### src/rtl/pipe_stage_reg.sv
// Two-entry elastic pipeline register (head + skid) with exception-entry conversion and flush.
// Define PIPE_STAGE_PERF_CNT_EN to build the saturating stall/bubble performance counters.
module pipe_stage_reg #(
  parameter int unsigned       DATA_W   = 32,
  parameter int unsigned       RD_W     = 5,
  parameter logic [DATA_W-1:0] RESET_PC = 32'h8000_0000,
  parameter int unsigned       EXC_RD   = 26,
  parameter logic [DATA_W-1:0] NOWB_PC  = 32'h0000_0004
) (
  input  logic              clk,
  input  logic              reset,
  input  logic              in_valid,
  output logic              in_ready,
  input  logic [DATA_W-1:0] in_pc,
  input  logic [DATA_W-1:0] in_alu,
  input  logic [DATA_W-1:0] in_wdata,
  input  logic [RD_W-1:0]   in_rd,
  input  logic              in_regwrite,
  input  logic              in_memread,
  input  logic              in_memwrite,
  input  logic [1:0]        in_memtoreg,
  input  logic              exc_req,
  input  logic [DATA_W-1:0] exc_pc,
  input  logic              flush,
  output logic              out_valid,
  input  logic              out_ready,
  output logic [DATA_W-1:0] out_pc,
  output logic [DATA_W-1:0] out_alu,
  output logic [DATA_W-1:0] out_wdata,
  output logic [RD_W-1:0]   out_rd,
  output logic              out_regwrite,
  output logic              out_memread,
  output logic              out_memwrite,
  output logic [1:0]        out_memtoreg,
  output logic [15:0]       stall_cnt,
  output logic [15:0]       bubble_cnt
);

  typedef struct packed {
    logic [DATA_W-1:0] pc;
    logic [DATA_W-1:0] alu;
    logic [DATA_W-1:0] wdata;
    logic [RD_W-1:0]   rd;
    logic              regwrite;
    logic              memread;
    logic              memwrite;
    logic [1:0]        memtoreg;
  } entry_t;

  typedef enum logic [1:0] {
    ST_EMPTY = 2'd0,
    ST_ONE   = 2'd1,
    ST_FULL  = 2'd2
  } state_e;

  typedef enum logic [1:0] {
    HEAD_HOLD      = 2'd0,
    HEAD_LOAD_IN   = 2'd1,
    HEAD_LOAD_SKID = 2'd2,
    HEAD_DRAIN     = 2'd3
  } head_op_e;

  localparam entry_t HEAD_RST = {RESET_PC, {(2*DATA_W + RD_W + 5){1'b0}}};
  localparam entry_t SKID_RST = {(3*DATA_W + RD_W + 5){1'b0}};

  // An accepted exception replaces the payload with a trap-return record.
  function automatic entry_t make_entry(input entry_t raw, input logic exc,
                                        input logic [DATA_W-1:0] epc);
    entry_t e;
    if (exc) begin
      e.pc       = epc;
      e.alu      = {DATA_W{1'b0}};
      e.wdata    = {DATA_W{1'b0}};
      e.rd       = RD_W'(EXC_RD);
      e.regwrite = (epc != NOWB_PC);
      e.memread  = 1'b0;
      e.memwrite = 1'b0;
      e.memtoreg = 2'b11;
    end else begin
      e = raw;
    end
    return e;
  endfunction

  function automatic entry_t drop_ctrl(input entry_t e);
    entry_t r;
    r          = e;
    r.regwrite = 1'b0;
    r.memread  = 1'b0;
    r.memwrite = 1'b0;
    return r;
  endfunction

  state_e   state_q, state_d;
  entry_t   head_q, head_d;
  entry_t   skid_q, skid_d;
  entry_t   in_entry_s;
  head_op_e head_op_s;
  logic     skid_load_s;
  logic     in_ready_q, in_ready_d;
  logic     out_valid_q, out_valid_d;
  logic     accept_s, pop_s;

  assign accept_s   = in_valid && in_ready_q;
  assign pop_s      = out_valid_q && out_ready;
  assign in_entry_s = make_entry({in_pc, in_alu, in_wdata, in_rd, in_regwrite,
                                  in_memread, in_memwrite, in_memtoreg},
                                 exc_req, exc_pc);

  // State register plus the registered handshake outputs.
  always_ff @(posedge clk or posedge reset) begin
    if (reset) begin
      state_q     <= ST_EMPTY;
      in_ready_q  <= 1'b1;
      out_valid_q <= 1'b0;
    end else begin
      state_q     <= state_d;
      in_ready_q  <= in_ready_d;
      out_valid_q <= out_valid_d;
    end
  end

  // Next-state logic; flush overrides any handshake in the same cycle.
  always_comb begin
    state_d = state_q;
    if (flush) begin
      state_d = ST_EMPTY;
    end else begin
      case (state_q)
        ST_EMPTY: state_d = accept_s ? ST_ONE : ST_EMPTY;
        ST_ONE: begin
          if (accept_s && !pop_s) begin
            state_d = ST_FULL;
          end else if (pop_s && !accept_s) begin
            state_d = ST_EMPTY;
          end else begin
            state_d = ST_ONE;
          end
        end
        ST_FULL:  state_d = pop_s ? ST_ONE : ST_FULL;
        default:  state_d = ST_EMPTY;
      endcase
    end
    out_valid_d = (state_d != ST_EMPTY);
    in_ready_d  = (state_d != ST_FULL);
  end

  // Output decode: how the head and skid slots move this cycle.
  always_comb begin
    head_op_s   = HEAD_HOLD;
    skid_load_s = 1'b0;
    if (flush) begin
      head_op_s = HEAD_DRAIN;
    end else begin
      case (state_q)
        ST_EMPTY: head_op_s = accept_s ? HEAD_LOAD_IN : HEAD_HOLD;
        ST_ONE: begin
          if (pop_s && accept_s) begin
            head_op_s = HEAD_LOAD_IN;
          end else if (pop_s) begin
            head_op_s = HEAD_DRAIN;
          end else if (accept_s) begin
            skid_load_s = 1'b1;
          end else begin
            head_op_s = HEAD_HOLD;
          end
        end
        ST_FULL:  head_op_s = pop_s ? HEAD_LOAD_SKID : HEAD_HOLD;
        default:  head_op_s = HEAD_DRAIN;
      endcase
    end
  end

  // Slot next values; draining keeps the payload but silences the control bits.
  always_comb begin
    case (head_op_s)
      HEAD_HOLD:      head_d = head_q;
      HEAD_LOAD_IN:   head_d = in_entry_s;
      HEAD_LOAD_SKID: head_d = skid_q;
      HEAD_DRAIN:     head_d = drop_ctrl(head_q);
      default:        head_d = drop_ctrl(head_q);
    endcase
    if (skid_load_s) begin
      skid_d = in_entry_s;
    end else begin
      skid_d = skid_q;
    end
  end

  // Head and skid payload registers.
  always_ff @(posedge clk or posedge reset) begin
    if (reset) begin
      head_q <= HEAD_RST;
      skid_q <= SKID_RST;
    end else begin
      head_q <= head_d;
      skid_q <= skid_d;
    end
  end

  assign in_ready     = in_ready_q;
  assign out_valid    = out_valid_q;
  assign out_pc       = head_q.pc;
  assign out_alu      = head_q.alu;
  assign out_wdata    = head_q.wdata;
  assign out_rd       = head_q.rd;
  assign out_regwrite = head_q.regwrite;
  assign out_memread  = head_q.memread;
  assign out_memwrite = head_q.memwrite;
  assign out_memtoreg = head_q.memtoreg;

`ifdef PIPE_STAGE_PERF_CNT_EN
  logic [15:0] stall_q, stall_d;
  logic [15:0] bubble_q, bubble_d;

  // Saturating counter increments; only reset clears them.
  always_comb begin
    if (out_valid_q && !out_ready && (stall_q != 16'hFFFF)) begin
      stall_d = stall_q + 16'd1;
    end else begin
      stall_d = stall_q;
    end
    if (!out_valid_q && (bubble_q != 16'hFFFF)) begin
      bubble_d = bubble_q + 16'd1;
    end else begin
      bubble_d = bubble_q;
    end
  end

  // Performance counter registers.
  always_ff @(posedge clk or posedge reset) begin
    if (reset) begin
      stall_q  <= 16'h0000;
      bubble_q <= 16'h0000;
    end else begin
      stall_q  <= stall_d;
      bubble_q <= bubble_d;
    end
  end

  assign stall_cnt  = stall_q;
  assign bubble_cnt = bubble_q;
`else
  assign stall_cnt  = 16'h0000;
  assign bubble_cnt = 16'h0000;
`endif

endmodule
### config.mk
export PLATFORM = sky130hd
export DESIGN_NAME = pipe_stage_reg
export DESIGN_NICKNAME = d
export VERILOG_FILES = /design/src/rtl/pipe_stage_reg.sv
export SDC_FILE = /design/constraint.sdc
export NUM_CORES = 1
export LEC_CHECK = 0
export ABC_CLOCK_PERIOD_IN_PS = 16600
export BUFFER_PORTS_ARGS = -buffer_cell sky130_fd_sc_hd__buf_2
export CAP_MARGIN = 0
export CORE_AREA = 2 2 137 139
export CTS_CLUSTER_DIAMETER = 120
export DETAILED_ROUTE_END_ITERATION = 10
export DIE_AREA = 0 0 139 141
export GPL_TIMING_DRIVEN = 0
export PLACE_DENSITY = 0.83
export RECOVER_POWER = 100
export SYNTH_ARGS = -nofsm -noshare
export SYNTH_HDL_FRONTEND = slang
export SYNTH_SLANG_ARGS = --single-unit
### constraint.sdc
create_clock -name clk -period 16.6 [get_ports clk]
set_input_delay 1.66 -clock clk [delete_from_list [all_inputs] [get_ports clk]]
set_output_delay 1.66 -clock clk [all_outputs]
set_load 0.02 [all_outputs]
## After elaboration in Yosys (flattened, before gate mapping)

Index checks and enable logic that the tools add are counted.

| cells by class | value |
|---|---|
| bitwise gates (word level) | 2 |
| mux-type cells | 18 |
| eq/ne operators | 7 |
| reduce and logical (&&, ||, !) cells | 11 |

Operator list:

| operator | number |
|---|---|
| $pmux W106 S3 | 1 |
| $mux W106 | 1 |
| $ne A32 B3 Y1 const B | 1 |
| $mux W2 | 7 |
| $pmux W2 S3 | 2 |
| $mux W1 | 7 |
| $eq A2 B2 Y1 const B | 3 |
| $logic_and A1 B1 Y1 | 5 |
| $eq A2 B1 Y1 const B | 2 |
| $logic_not A2 Y1 | 2 |
| $logic_not A1 Y1 | 2 |
| $ne A2 B2 Y1 const B | 1 |
| $not A1 Y1 | 2 |
| $reduce_and A2 Y1 | 1 |
| $reduce_bool A2 Y1 | 1 |

| word-level totals | value |
|---|---|
| output and inout port bits | 140 |
| word-level logic and storage cells | 57 |
| register bits after elaboration | 216 |
| input bits | 144 |

## Logic depth before layout (Yosys ltp)

Gate-level depths: netlist of the first run.

| logic depth | value |
|---|---|
| depth after elaboration | 8 |
| mapped depth | 13 |
| mapped depth without buffers | 12 |

## Worst setup path after synthesis of the first run

No wires, ideal clock.

| path | value |
|---|---|
| kind | in2reg |
| start point | input out_ready |
| end point | register head_q, in the netlist out_pc[10] |
| slack | 12.860 ns |
| buffers on the path | 2 |
| data required time | 16.475 ns |
| stages on the path | 10 |
| library setup time | 0.125 ns |
| data arrival time | 3.615 ns |
| cells stage by stage | nand2_1 -> inv_1 -> ha_1 -> a21oi_1 -> nor2_1 -> or2_2 -> ha_1 -> buf_2 -> clkbuf_1 -> mux2_2 |

| on the way | value |
|---|---|
| word-level cells in the longest chain between the ends | 8 |
| elaborated cells on any way between the ends | 15 |
| classes of those cells | eq/ne (3); mux (6); bitwise (2); reduce/logical (4) |

RTL lines:

| what | line | RTL |
|---|---|---|
| from (decl) | 26 | `input logic out_ready,` |
| $logic_and A1 B1 Y1 (*) | 105 | `assign pop_s = out_valid_q && out_ready;` |
| $mux W2 / $logic_and A1 B1 Y1 (equally long branches) | 160, 158 |  |
| $mux W2 | 158 | `if (pop_s && accept_s) begin` |
| $pmux W2 S3 (*) | 155 | `case (state_q)` |
| $mux W2 (*) | 152 | `if (flush) begin` |
| parallel branches: the longest is 3 deep, another holds $pmux W106 S3 | - |  |
| to (signal assigned) | 193 | `head_q <= HEAD_RST;` |
| to (signal assigned) | 196 | `head_q <= head_d;` |
| to (decl) | 95 | `entry_t head_q, head_d;` |

Every way passes the cells marked *.
A chain may end at the register's enable or synchronous reset.

## Final worst setup path of the first run

| path | value |
|---|---|
| start point | input out_ready |
| end point | register head_q, in the netlist out_wdata[12] |

The elaborated chain is that of the path after synthesis.

==> summary.md, run 1 <==
| Metric | Value |
|---|---|
| Crit-path max FO | 10 |
| Via density | 5.67 |
| Reg area | 0.00541 mm^2 |
| First DRT Iteration DRCs | 547 |
| Clock tree from TritonCTS | yes |
| Post-CTS Hold Buffers | 0 |
| Clock transition at the registers of the reported paths | 0.06 ns |
| Area after DPL | 0.0116 mm^2 |
| Final period utilization | 27.6% |
| Top_reg_cell synth | dfrtp_1 |
| Worst r2r path cells | 11 |
| Clock Tree Root | clkbuf_16 |
| Max-slew headroom | -154% |
| Dpl cells | 1,531 |
| First-pass GRT wire length | 44,800 um |
| Worst setup SP type | primary input |
| Synth top area cells | dfrtp_1 (54%), nand2_1 (10%), o21ai_0 (8.0%) |
| Clock buffer depth | 3 |
| Wirelength, routed | 28,100 um |
| DRT Pass-1 Iters | 7 |
| Number of antenna diodes | 0 |
| RSZ-0062 raised after global routing | false |
| Clock skew | 0.00932 ns |
| Yosys reg bits | 216 |
| Initial antenna violation count | 0 |
| Die W | 139 um |
| Peak supply drop | 0.0962 mV |
| Die Area | 0.0196 mm^2 |
| MaxCap Viol Count | 1 |
| H-Tree Depth | 1 |
| Max Freq | 0.218 GHz |
| Largest net degree at the start of global routing | 131 |
| Total congestion overflow | 0 |
| Final core occ | 67.0% |
| Syn Area/Cell | 9.79 um^2 |
| DR WL/cell | 17.9 um |
| Total power | 1.69 mW |
| Least-Margin Pin Slew | 3.79 ns |
| Minimum clock period | 4.59 ns |
| Core ar. | 0.0183 mm^2 |
| Leak | 5.67 nW |
| Final design area excluding fillers | 0.0122 mm^2 |
| Filler cell count | 1,517 |
| Starting density of the core | 54.4% |
| DIE HEIGHT | 141 um |
| Later-pin clock latency in the skew report | 0.50 ns |
| Worst hold-check path type | register to register |
| Placer congestion estimate | 0.841 |
| Cell row count | 50 |
| Post-cts sizing count | 0 |
| Num Clock Sinks | 216 |
| Hold path cells | 2 |
| Seq/Total Area, Yosys | 54.4% |
| Max Slew Vio Count | 87 |
| FFs w/ async S/R, synth | 100% |
| Final HPWL DP | 19,700 um |
| Vias in the first global route | 8,643 |
| Multi-input logic area | 0.00395 mm^2 |
| Largest area contributor in the netlist | dfrtp_1 |
| Drt drc | 0 |
| # nets final | 1,471 |
| Post-route setup slack | 12.01 ns |
| Cell count after synthesis | 1,015 |
| Cell Area, Synth | 0.00994 mm^2 |
| Setup TNS | 0 ns |
| IO buf count | 250 |
| Pwr dens | 138 mW/mm^2 |
| Synth cell types | 39 |
| Final ANT Viol Nets | 0 |
| Syn-to-layout area delta | 23.1% |
| IO Pins | 284 |
| CP Data Arrival Time | 5.01 ns |
| Share of cells above drive strength 1 | 19.8% |
| Post-synth EDFFs | 0 |
| Final hold vios | 0 |
| Via count | 8,901 |
| Status | finished, violations left |
| Synth warnings | 0 |
| Non-Filler Instances | 1,571 |
| Hold WS | 0.480 ns |
| Worst setup EP type | register |
| Global Route Usage Sum | 28.1% |
| Critical setup path kind | primary input to register |
| Failing checks | capacitance limit, slew limit |
| Post CTS Setup Buffer Count | 0 |
| Post-synth top area share | 53.9% |
| Dpl ws | 12.18 ns |
| Final setup viols | 0 |
| WP data required | 17.02 ns |
| TritonCTS buffer count | 23 |
layout by cell type, fill, tap and decap left out, types with 5 or more instances in the layout:
master and n:
a21oi_1 9, a221oi_1 5, a32oi_1 68, buf_2 149, buf_4 34, clkbuf_1 184
clkbuf_16 23, clkbuf_8 5, conb_1 32, dfrtp_1 214, ha_1 5, inv_1 10
mux2_2 33, mux2i_1 32, nand2_1 275, nor4_1 5, o21ai_0 169, o31ai_1 32
path summary, 6_finish.rpt:
path | start | end | slack (ns)
hold reg to reg | skid_q[2] | skid_q[2] | 0.48
setup reg to reg | in_ready | out_wdata[12] | 12.80
setup / recovery | out_ready | out_wdata[12] | 12.01
hold / removal | skid_q[2] | skid_q[2] | 0.48
max in group asynchronous | reset | skid_q[92] | 12.63
min in group asynchronous | reset | out_alu[24] | 2.29
cells by family (layout without fill, tap and decap cells):
family | count (synthesis) | after routing | share of synthesized area (%)
AOI/OAI and AO/OA | 288 | 288 | 18.2
buffers and inverters | 132 | 423 | 7.04
other | 1 | 32 | 0.0377
muxes | 69 | 69 | 7.41
adders and majority gates | 5 | 5 | 0.629
DFF | 216 | 216 | 54.4
and+or+nand+nor | 304 | 304 | 12.3
worst max-delay path: stages:
cell and delay, ns:
clkbuf_1 0.09, nand2_1 0.14, inv_1 0.06, ha_1 0.19, a21oi_1 0.14, nor2_1 0.05
or2_2 0.31, ha_1 0.35, clkbuf_1 0.56, clkbuf_1 0.76, clkbuf_1 0.46, nand2_1 0.12
o21ai_0 0.10
where the power goes:
part           switching (mW)  internal, mW
logic                   0.271         0.139
clock network           0.209         0.323
registers              0.0798         0.671
total                   0.560          1.13
layout make-up:
class | instances | share of cell area, %
Clock inverter | 9 | 1.03
Tap cell | 234 | 2.39
Timing Repair Buffer | 251 | 9.33
Inverter | 12 | 0.378
Buffer | 120 | 5.06
Sequential cell | 216 | 44.2
Clock buffer | 31 | 5.36
Multi-Input combinational cell | 698 | 32.3
layer usage:
| layer | global-route usage, % | vias to the layer above | share of wire, % | wire length [um] |
|---|---|---|---|---|
| li1 | - | 4109 | - | - |
| met1 | 37.7 | 4322 | 41 | 11500 |
| met5 | 0 | - | 0 | 0 |
| met3 | 4.79 | 61 | 7.4 | 2060 |
| met4 | 9.73 | 0 | 2.6 | 743 |
| met2 | 46.7 | 409 | 49 | 13800 |
cell usage after synthesis (2+ instances only):
master    instances
clkbuf_1         48
nor2_1            4
o21ai_0         158
or2_2             2
dfrtp_1         214
ha_1              5
mux2_2           33
nand3b_1          3
a32oi_1          68
nand3_1           2
inv_1            11
or2_0             4
buf_6             2
buf_2            27
a221oi_1          5
nor4_1            5
mux2i_1          32
mux2_1            4
o31ai_1          32
buf_4            37
buf_1             5
nand2_1         275
a21oi_1           9
o21ai_1          14
dfstp_2           2
registers in the layout, indices dropped and copies added (netlist names):
name and flops:
in_ready 1, out_alu 32, out_memread 1, out_memtoreg 2
out_memwrite 1, out_pc 32, out_rd 5, out_regwrite 1
out_valid 1, out_wdata 32, skid_q 106, state_q 2
No activity file was read; power rests on OpenSTA's default activity.
==> run 2: changes to the inputs <==
Settings changed: ABC_CLOCK_PERIOD_IN_PS 16600 to 3800, CORE_AREA 2 2 137 139 to 2 2 149 151, DIE_AREA 0 0 139 141 to 0 0 151 153, PLACE_DENSITY 0.83 to 0.74.
Clock period 16.6 ns to 3.8 ns, I/O delays scaled along.
==> summary.md, run 2 (synthesized netlist as in run 1, its figures left out) <==
| Metric | Value |
|---|---|
| Final design area excluding fillers | 0.0123 mm^2 (+0.51%) |
| DIE HEIGHT | 153 um (+8.5%) |
| MaxCap Viol Count | 1 (unchanged) |
| Leak | 5.68 nW (+0.27%) |
| Die W | 151 um (+8.6%) |
| IO buf count | 250 (unchanged) |
| Critical setup path kind | register to register |
| Placer congestion estimate | 0.823 (-2.1%) |
| Worst setup SP type | register |
| Worst setup EP type | register |
| Cell row count | 54 (+8.0%) |
| Final setup viols | 0 (unchanged) |
| Via count | 8,719 (-2.0%) |
| Vias in the first global route | 8,523 (-1.4%) |
| Via density | 5.37 (-5.2%) |
| Clock tree from TritonCTS | yes |
| Hold path cells | 3 (+1) |
| Metal3 WL | 1920 um (-6.7%) |
| Pwr dens | 584 mW/mm^2 (+320%) |
| Clock skew | 0.00835 ns (-0.000971 ns) |
| Post CTS Setup Buffer Count | 0 (unchanged) |
| Crit-path slowest cell | dfstp_1 |
| Slowest Stage Delay on Critical Path | 0.54 ns (-0.22 ns) |
| Die Area | 0.0231 mm^2 (+18%) |
| Clock buffer depth | 3 (unchanged) |
| Starting density of the core | 46.3% (-8.2 points) |
| RSZ-0062 raised after global routing | false |
| Clock transition at the registers of the reported paths | 0.06 ns (about the same) |
| Max Freq | 0.318 GHz |
| Final hold vios | 0 (unchanged) |
| Final core occ | 57.3% (-9.7 points) |
| M1 wire length | 12,100 um (+5.7%) |
| Syn-to-layout area delta | 23.8% |
| Max-slew headroom | -9.91% (+140 points) |
| DRT Pass-1 Iters | 5 (-2) |
| Final period utilization | 82.8% |
| H-Tree Depth | 1 (unchanged) |
| Initial antenna violation count | 4 (+4) |
| Least-Margin Pin Slew | 1.65 ns (-2.14 ns) |
| Final HPWL DP | 20,600 um (+4.7%) |
| Share of cells above drive strength 1 | 19.9% (+0.10 points) |
| # nets final | 1,477 (+0.41%) |
| Worst hold-check path type | primary input to register |
| Clock Tree Root | clkbuf_16 |
| Crit-path cells | nand2_1 > ha_1 > a21oi_1 > nor2_1 > or2_2 > ha_1 > clkbuf_1 > nor2_1 > clkbuf_1 > buf_2 > a32oi_1 > o21ai_0 |
| Wirelength, routed | 28,400 um (+1.1%) |
| Peak supply drop | 0.334 mV (+250%) |
| Max reg flops | 106 (unchanged) |
| Crit-path max FO | 10 (unchanged) |
| Register bank with the most flops | skid_q |
| First-pass GRT wire length | 45,000 um (+0.54%) |
| Area after DPL | 0.0118 mm^2 (+1.3%) |
| Drt drc | 0 (unchanged) |
| Met2 wire len | 13,700 um (-0.86%) |
| Commonest non-fill, non-tap cell in the layout | nand2_1 |
| Status | finished, violations left |
| Max Slew Vio Count | 35 (-60%) |
| Global Route Usage Sum | 24.2% (-3.8 points) |
| Final ANT Viol Nets | 0 (unchanged) |
| Most frequent cells in the layout | nand2_1 (275), dfrtp_1 (214), clkbuf_1 (182), o21ai_0 (171), buf_2 (154) |
| IO Pins | 284 (unchanged) |
| CP Data Arrival Time | 3.54 ns (-1.47 ns) |
| TritonCTS buffer count | 23 (unchanged) |
| Worst r2r path cells | 12 (+1) |
| Largest net degree at the start of global routing | 41 (-69%) |
| Minimum clock period | 3.15 ns |
| Core ar. | 0.0215 mm^2 (+18%) |
| WP data required | 4.20 ns (-12.82 ns) |
| Num Clock Sinks | 216 (unchanged) |
| First DRT Iteration DRCs | 528 (-3.5%) |
| DR WL/cell | 17.5 um (-2.1%) |
| Later-pin clock latency in the skew report | 0.50 ns (about the same) |
| Max Used Layer | met5 |
| Failing checks | capacitance limit, slew limit |
| Total congestion overflow | 0 (unchanged) |
-- run 2: final timing paths --
path	end	start	slack, ns
setup / recovery	out_alu[17]	in_ready	0.65
hold / removal	skid_q[70]	in_alu[28]	0.14
setup reg to reg	out_alu[17]	in_ready	0.65
hold reg to reg	skid_q[4]	skid_q[4]	0.47
max in group asynchronous	skid_q[36]	reset	0.78
min in group asynchronous	skid_q[69]	reset	0.64
-- run 2: cell type report --
class	count	area, um^2
repair buffers	257	1210
diodes	3	7.51
well taps	280	350
multi-input cells	698	3950
flip-flops and latches	216	5410
inverters	12	46.3
plain buffers	120	624
clock inverters	1	5.00
fillers	2000	9180
clock buffers	36	704
-- run 2: repair_timing --
item,CTS,global route
endpoints found under the setup margin,0,0
hold endpoints to repair,17,0
hold buffers,1,0
resized for setup,0,0
-- run 2: critical path: cells and delay by family, from the launching register on --
| kind | cells | cell delay (ns) |
|---|---|---|
| buffers and inverters | 3 | 1.03 |
| flip-flops | 1 | 0.54 |
| AND/OR/NAND/NOR | 4 | 0.62 |
| AO/OA/AOI/OAI | 3 | 0.49 |
| adder cells (fa/ha/maj) | 2 | 0.36 |
-- run 2: metrics by stage --
step / hold slack [ns] / setup WS, ns / power [mW] / setup TNS, ns / std cells
detailed placement: 0.451 / 0.682 / 5.16 / 0 / 1582
CTS: 0.117 / 0.738 / 7.30 / 0 / 1620
floorplan: 0.447 / 0.610 / 4.45 / 0 / 1046
finish: 0.140 / 0.653 / 7.18 / 0 / 1623
global placement: 0.461 / -0.715 / 5.07 / -147.72 / 1576
global route: 0.136 / 0.270 / 7.58 / 0 / 1623
-- run 2: power by group --
| group | total (mW) | internal [mW] | switching, mW |
|---|---|---|---|
| sequential | 3.27 | 2.93 | 0.339 |
| clock | 2.14 | 1.26 | 0.882 |
| combinational | 1.78 | 0.611 | 1.17 |
-- run 2: routing by layer --
| metal | global-route usage, % | vias up |
|---|---|---|
| met5 | 0 | - |
| met4 | 7.12 | 2 |
| met3 | 4.09 | 47 |
| met2 | 38.9 | 318 |
| met1 | 33.9 | 4225 |
| li1 | - | 4127 |
==> run 3: changes to the inputs <==
Settings changed: ABC_CLOCK_PERIOD_IN_PS 3800 to 2700.
Clock period 3.8 ns to 2.7 ns, I/O delays scaled along.
==> summary.md, run 3 (synthesized netlist as in run 1, its figures left out) <==
| Metric | Value |
|---|---|
| Syn-to-layout area delta | 24.9% |
| Hold WS | 0.0313 ns (-0.109 ns) |
| Most common cell on crit path | ha_1 |
| Wirelength, routed | 28,400 um (about the same) |
| First-pass GRT wire length | 45,100 um (+0.12%) |
| IO Pins | 284 (unchanged) |
| Final setup viols | 0 (unchanged) |
| Setup TNS | 0 ns (unchanged) |
| Starting density of the core | 46.3% (unchanged) |
| RSZ-0062 raised after global routing | true |
| Clock buffer depth | 3 (unchanged) |
| Final core occ | 57.8% (+0.52 points) |
| Clock transition at the registers of the reported paths | 0.06 ns (about the same) |
| H-Tree Depth | 1 (unchanged) |
| Final period utilization | 95.8% (+13 points) |
| Share of cells above drive strength 1 | 23.3% (+3.4 points) |
| Register bank with the most flops | skid_q |
| Clock network power share | 29.5% (-0.3 points) |
| # nets final | 1,477 (unchanged) |
| Delay-heaviest family, CP | simple AND/OR/NAND/NOR gates |
| Clock skew | 0.00581 ns (-0.00254 ns) |
| Initial antenna violation count | 4 (unchanged) |
| Crit-path cells | nand2_1 > ha_1 > a21oi_1 > nor2_1 > or2_2 > ha_1 > buf_2 > nor2_2 > buf_6 > clkbuf_4 > a32oi_1 > o21ai_0 |
| Area after DPL | 0.0118 mm^2 (unchanged) |
| DIE HEIGHT | 153 um (unchanged) |
| Max Freq | 0.387 GHz (+22%) |
| Net switching power figure | 3.38 mW (+41%) |
| Sw frac | 33.2% (-0.070 points) |
| Num Clock Sinks | 216 (unchanged) |
| Drt drc | 0 (unchanged) |
| Via density | 5.35 (-0.42%) |
| Max-slew headroom | 2.69% (+13 points) |
| Final HPWL DP | 20,600 um (unchanged) |
| Die Area | 0.0231 mm^2 (unchanged) |
| DRT Pass-1 Iters | 5 (unchanged) |
| Crit path buf inv count | 3 (unchanged) |
| Post-route setup slack | 0.113 ns (-0.541 ns) |
| Sequential Power Share | 45.2% (-0.3 points) |
| Peak supply drop | 0.470 mV (+41%) |
| Max reg flops | 106 (unchanged) |
| Core ar. | 0.0215 mm^2 (unchanged) |
| Pwr dens | 820 mW/mm^2 (+40%) |
| Placer congestion estimate | 0.823 (unchanged) |
| Critical setup path kind | register to register |
| First DRT Iteration DRCs | 607 (+15%) |
| Combinational share of power | 25.3% (+0.5 points) |
| Final hold vios | 0 (unchanged) |
| Worst setup EP type | register |
| Leak | 5.81 nW (+2.2%) |
| Most frequent cells in the layout | nand2_1 (275), dfrtp_1 (214), buf_2 (151), clkbuf_1 (146), o21ai_0 (144) |
| DR WL/cell | 17.5 um (about the same) |
| Multi-input logic area | 0.00398 mm^2 (+0.67%) |
| Final ANT Viol Nets | 0 (unchanged) |
| Later-pin clock latency in the skew report | 0.50 ns (about the same) |
| Commonest non-fill, non-tap cell in the layout | nand2_1 |
| Minimum clock period | 2.59 ns (-0.559 ns) |
| Total power | 10.2 mW (+42%) |
| Dpl cells | 1,582 (unchanged) |
| Via count | 8,682 (-0.42%) |
| MaxCap Viol Count | 0 (-1) |
| Largest net degree at the start of global routing | 41 (unchanged) |
| Worst setup SP type | register |
| Slowest Stage Delay on Critical Path | 0.54 ns (about the same) |
| Least-Margin Pin Slew | 1.46 ns (-0.189 ns) |
| Pint | 6.81 mW (+42%) |
| Status | finished clean |
| Max Slew Vio Count | 0 (-100%) |
| WP data required | 3.12 ns (-1.08 ns) |
| Dpl ws | -0.340 ns (-1.02 ns) |
| Cell row count | 54 (unchanged) |
| Total congestion overflow | 0 (unchanged) |
| Non-Filler Instances | 1,623 (unchanged) |
| Clock Tree Root | clkbuf_16 |
| Crit-path max FO | 10 (unchanged) |
| Crit-path slowest cell | dfstp_2 |
| Vias in the first global route | 8,523 (unchanged) |
| CP Data Arrival Time | 3.00 ns (-0.54 ns) |
| IO buf count | 250 (unchanged) |
| Reg area | 0.00541 mm^2 (unchanged) |
| Global Route Usage Sum | 24.3% (about the same) |
| Clock tree from TritonCTS | yes |
| Final design area excluding fillers | 0.0124 mm^2 (+0.91%) |
| TritonCTS buffer count | 23 (unchanged) |
| Die W | 151 um (unchanged) |
| Worst hold-check path type | primary input to register |
| Filler cell count | 1,986 (-0.70%) |
-- run 3: changes by cell type in the layout (fill, tap and decap cells not counted), sizes merged --
cell	before	now
buf	197	201
dlymetal6s4s	1	0
clkbuf	214	211
-- run 3: cell type report --
cell class,count,area share (%)
antenna,3,0.0605
buffer,120,5.88
clock buffer,36,5.67
clock inverter,1,0.0403
inverter,12,0.373
multi-input combinational,698,32.0
sequential,216,43.6
tap,280,2.82
timing repair buffer,257,9.56
-- run 3: power by group through the flow --
| stage | clock (mW) | combinational [mW] | sequential (mW) |
|---|---|---|---|
| 6_report | 3.01 | 2.57 | 4.60 |
| 5_1_grt | 3.18 | 2.86 | 4.70 |
| 4_1_cts | 3.06 | 2.65 | 4.58 |
| 3_5_place_dp | 0 | 2.63 | 4.63 |
| 3_3_place_gp | 0 | 2.54 | 4.59 |
| 2_1_floorplan | 0 | 1.28 | 4.98 |
-- run 3: final timing paths --
kind	start	endpoint	slack [ns]	cells after the start
worst min register to register	skid_q[70]	skid_q[70]	0.48	2
worst max-delay path	in_ready	out_alu[0]	0.11	12
worst max register to register	in_ready	out_alu[0]	0.11	12
worst min-delay path	in_alu[28]	skid_q[70]	0.03	3
min in group asynchronous	reset	skid_q[69]	0.49	3
max in group asynchronous	reset	out_wdata[15]	0.36	6
-- run 3: timing repair --
| item | 4_1_cts | 5_1_grt |
|---|---|---|
| endpoints found under the setup margin | 103 | 106 |
| pin swaps | 0 | 0 |
| hold endpoints to repair | 17 | 0 |
| setup buffers | 0 | 0 |
| resized for setup | 12 | 82 |
| hold buffers | 1 | 0 |
-- run 3: tightest hold or removal path: stages --
cell     delay, ns
buf_2         0.11
nand2_1       0.05
o21ai_0       0.06
-- run 3: routing by layer --
metal / global-route usage (%) / wire (um) / part of all wire (%) / up-vias
met5: 0 / 13 / 0.046 / -
met4: 7.12 / 658 / 2.3 / 2
met3: 4.12 / 1860 / 6.6 / 44
met2: 38.8 / 13600 / 48 / 300
met1: 34.0 / 12200 / 43 / 4214
li1: - / - / - / 4122
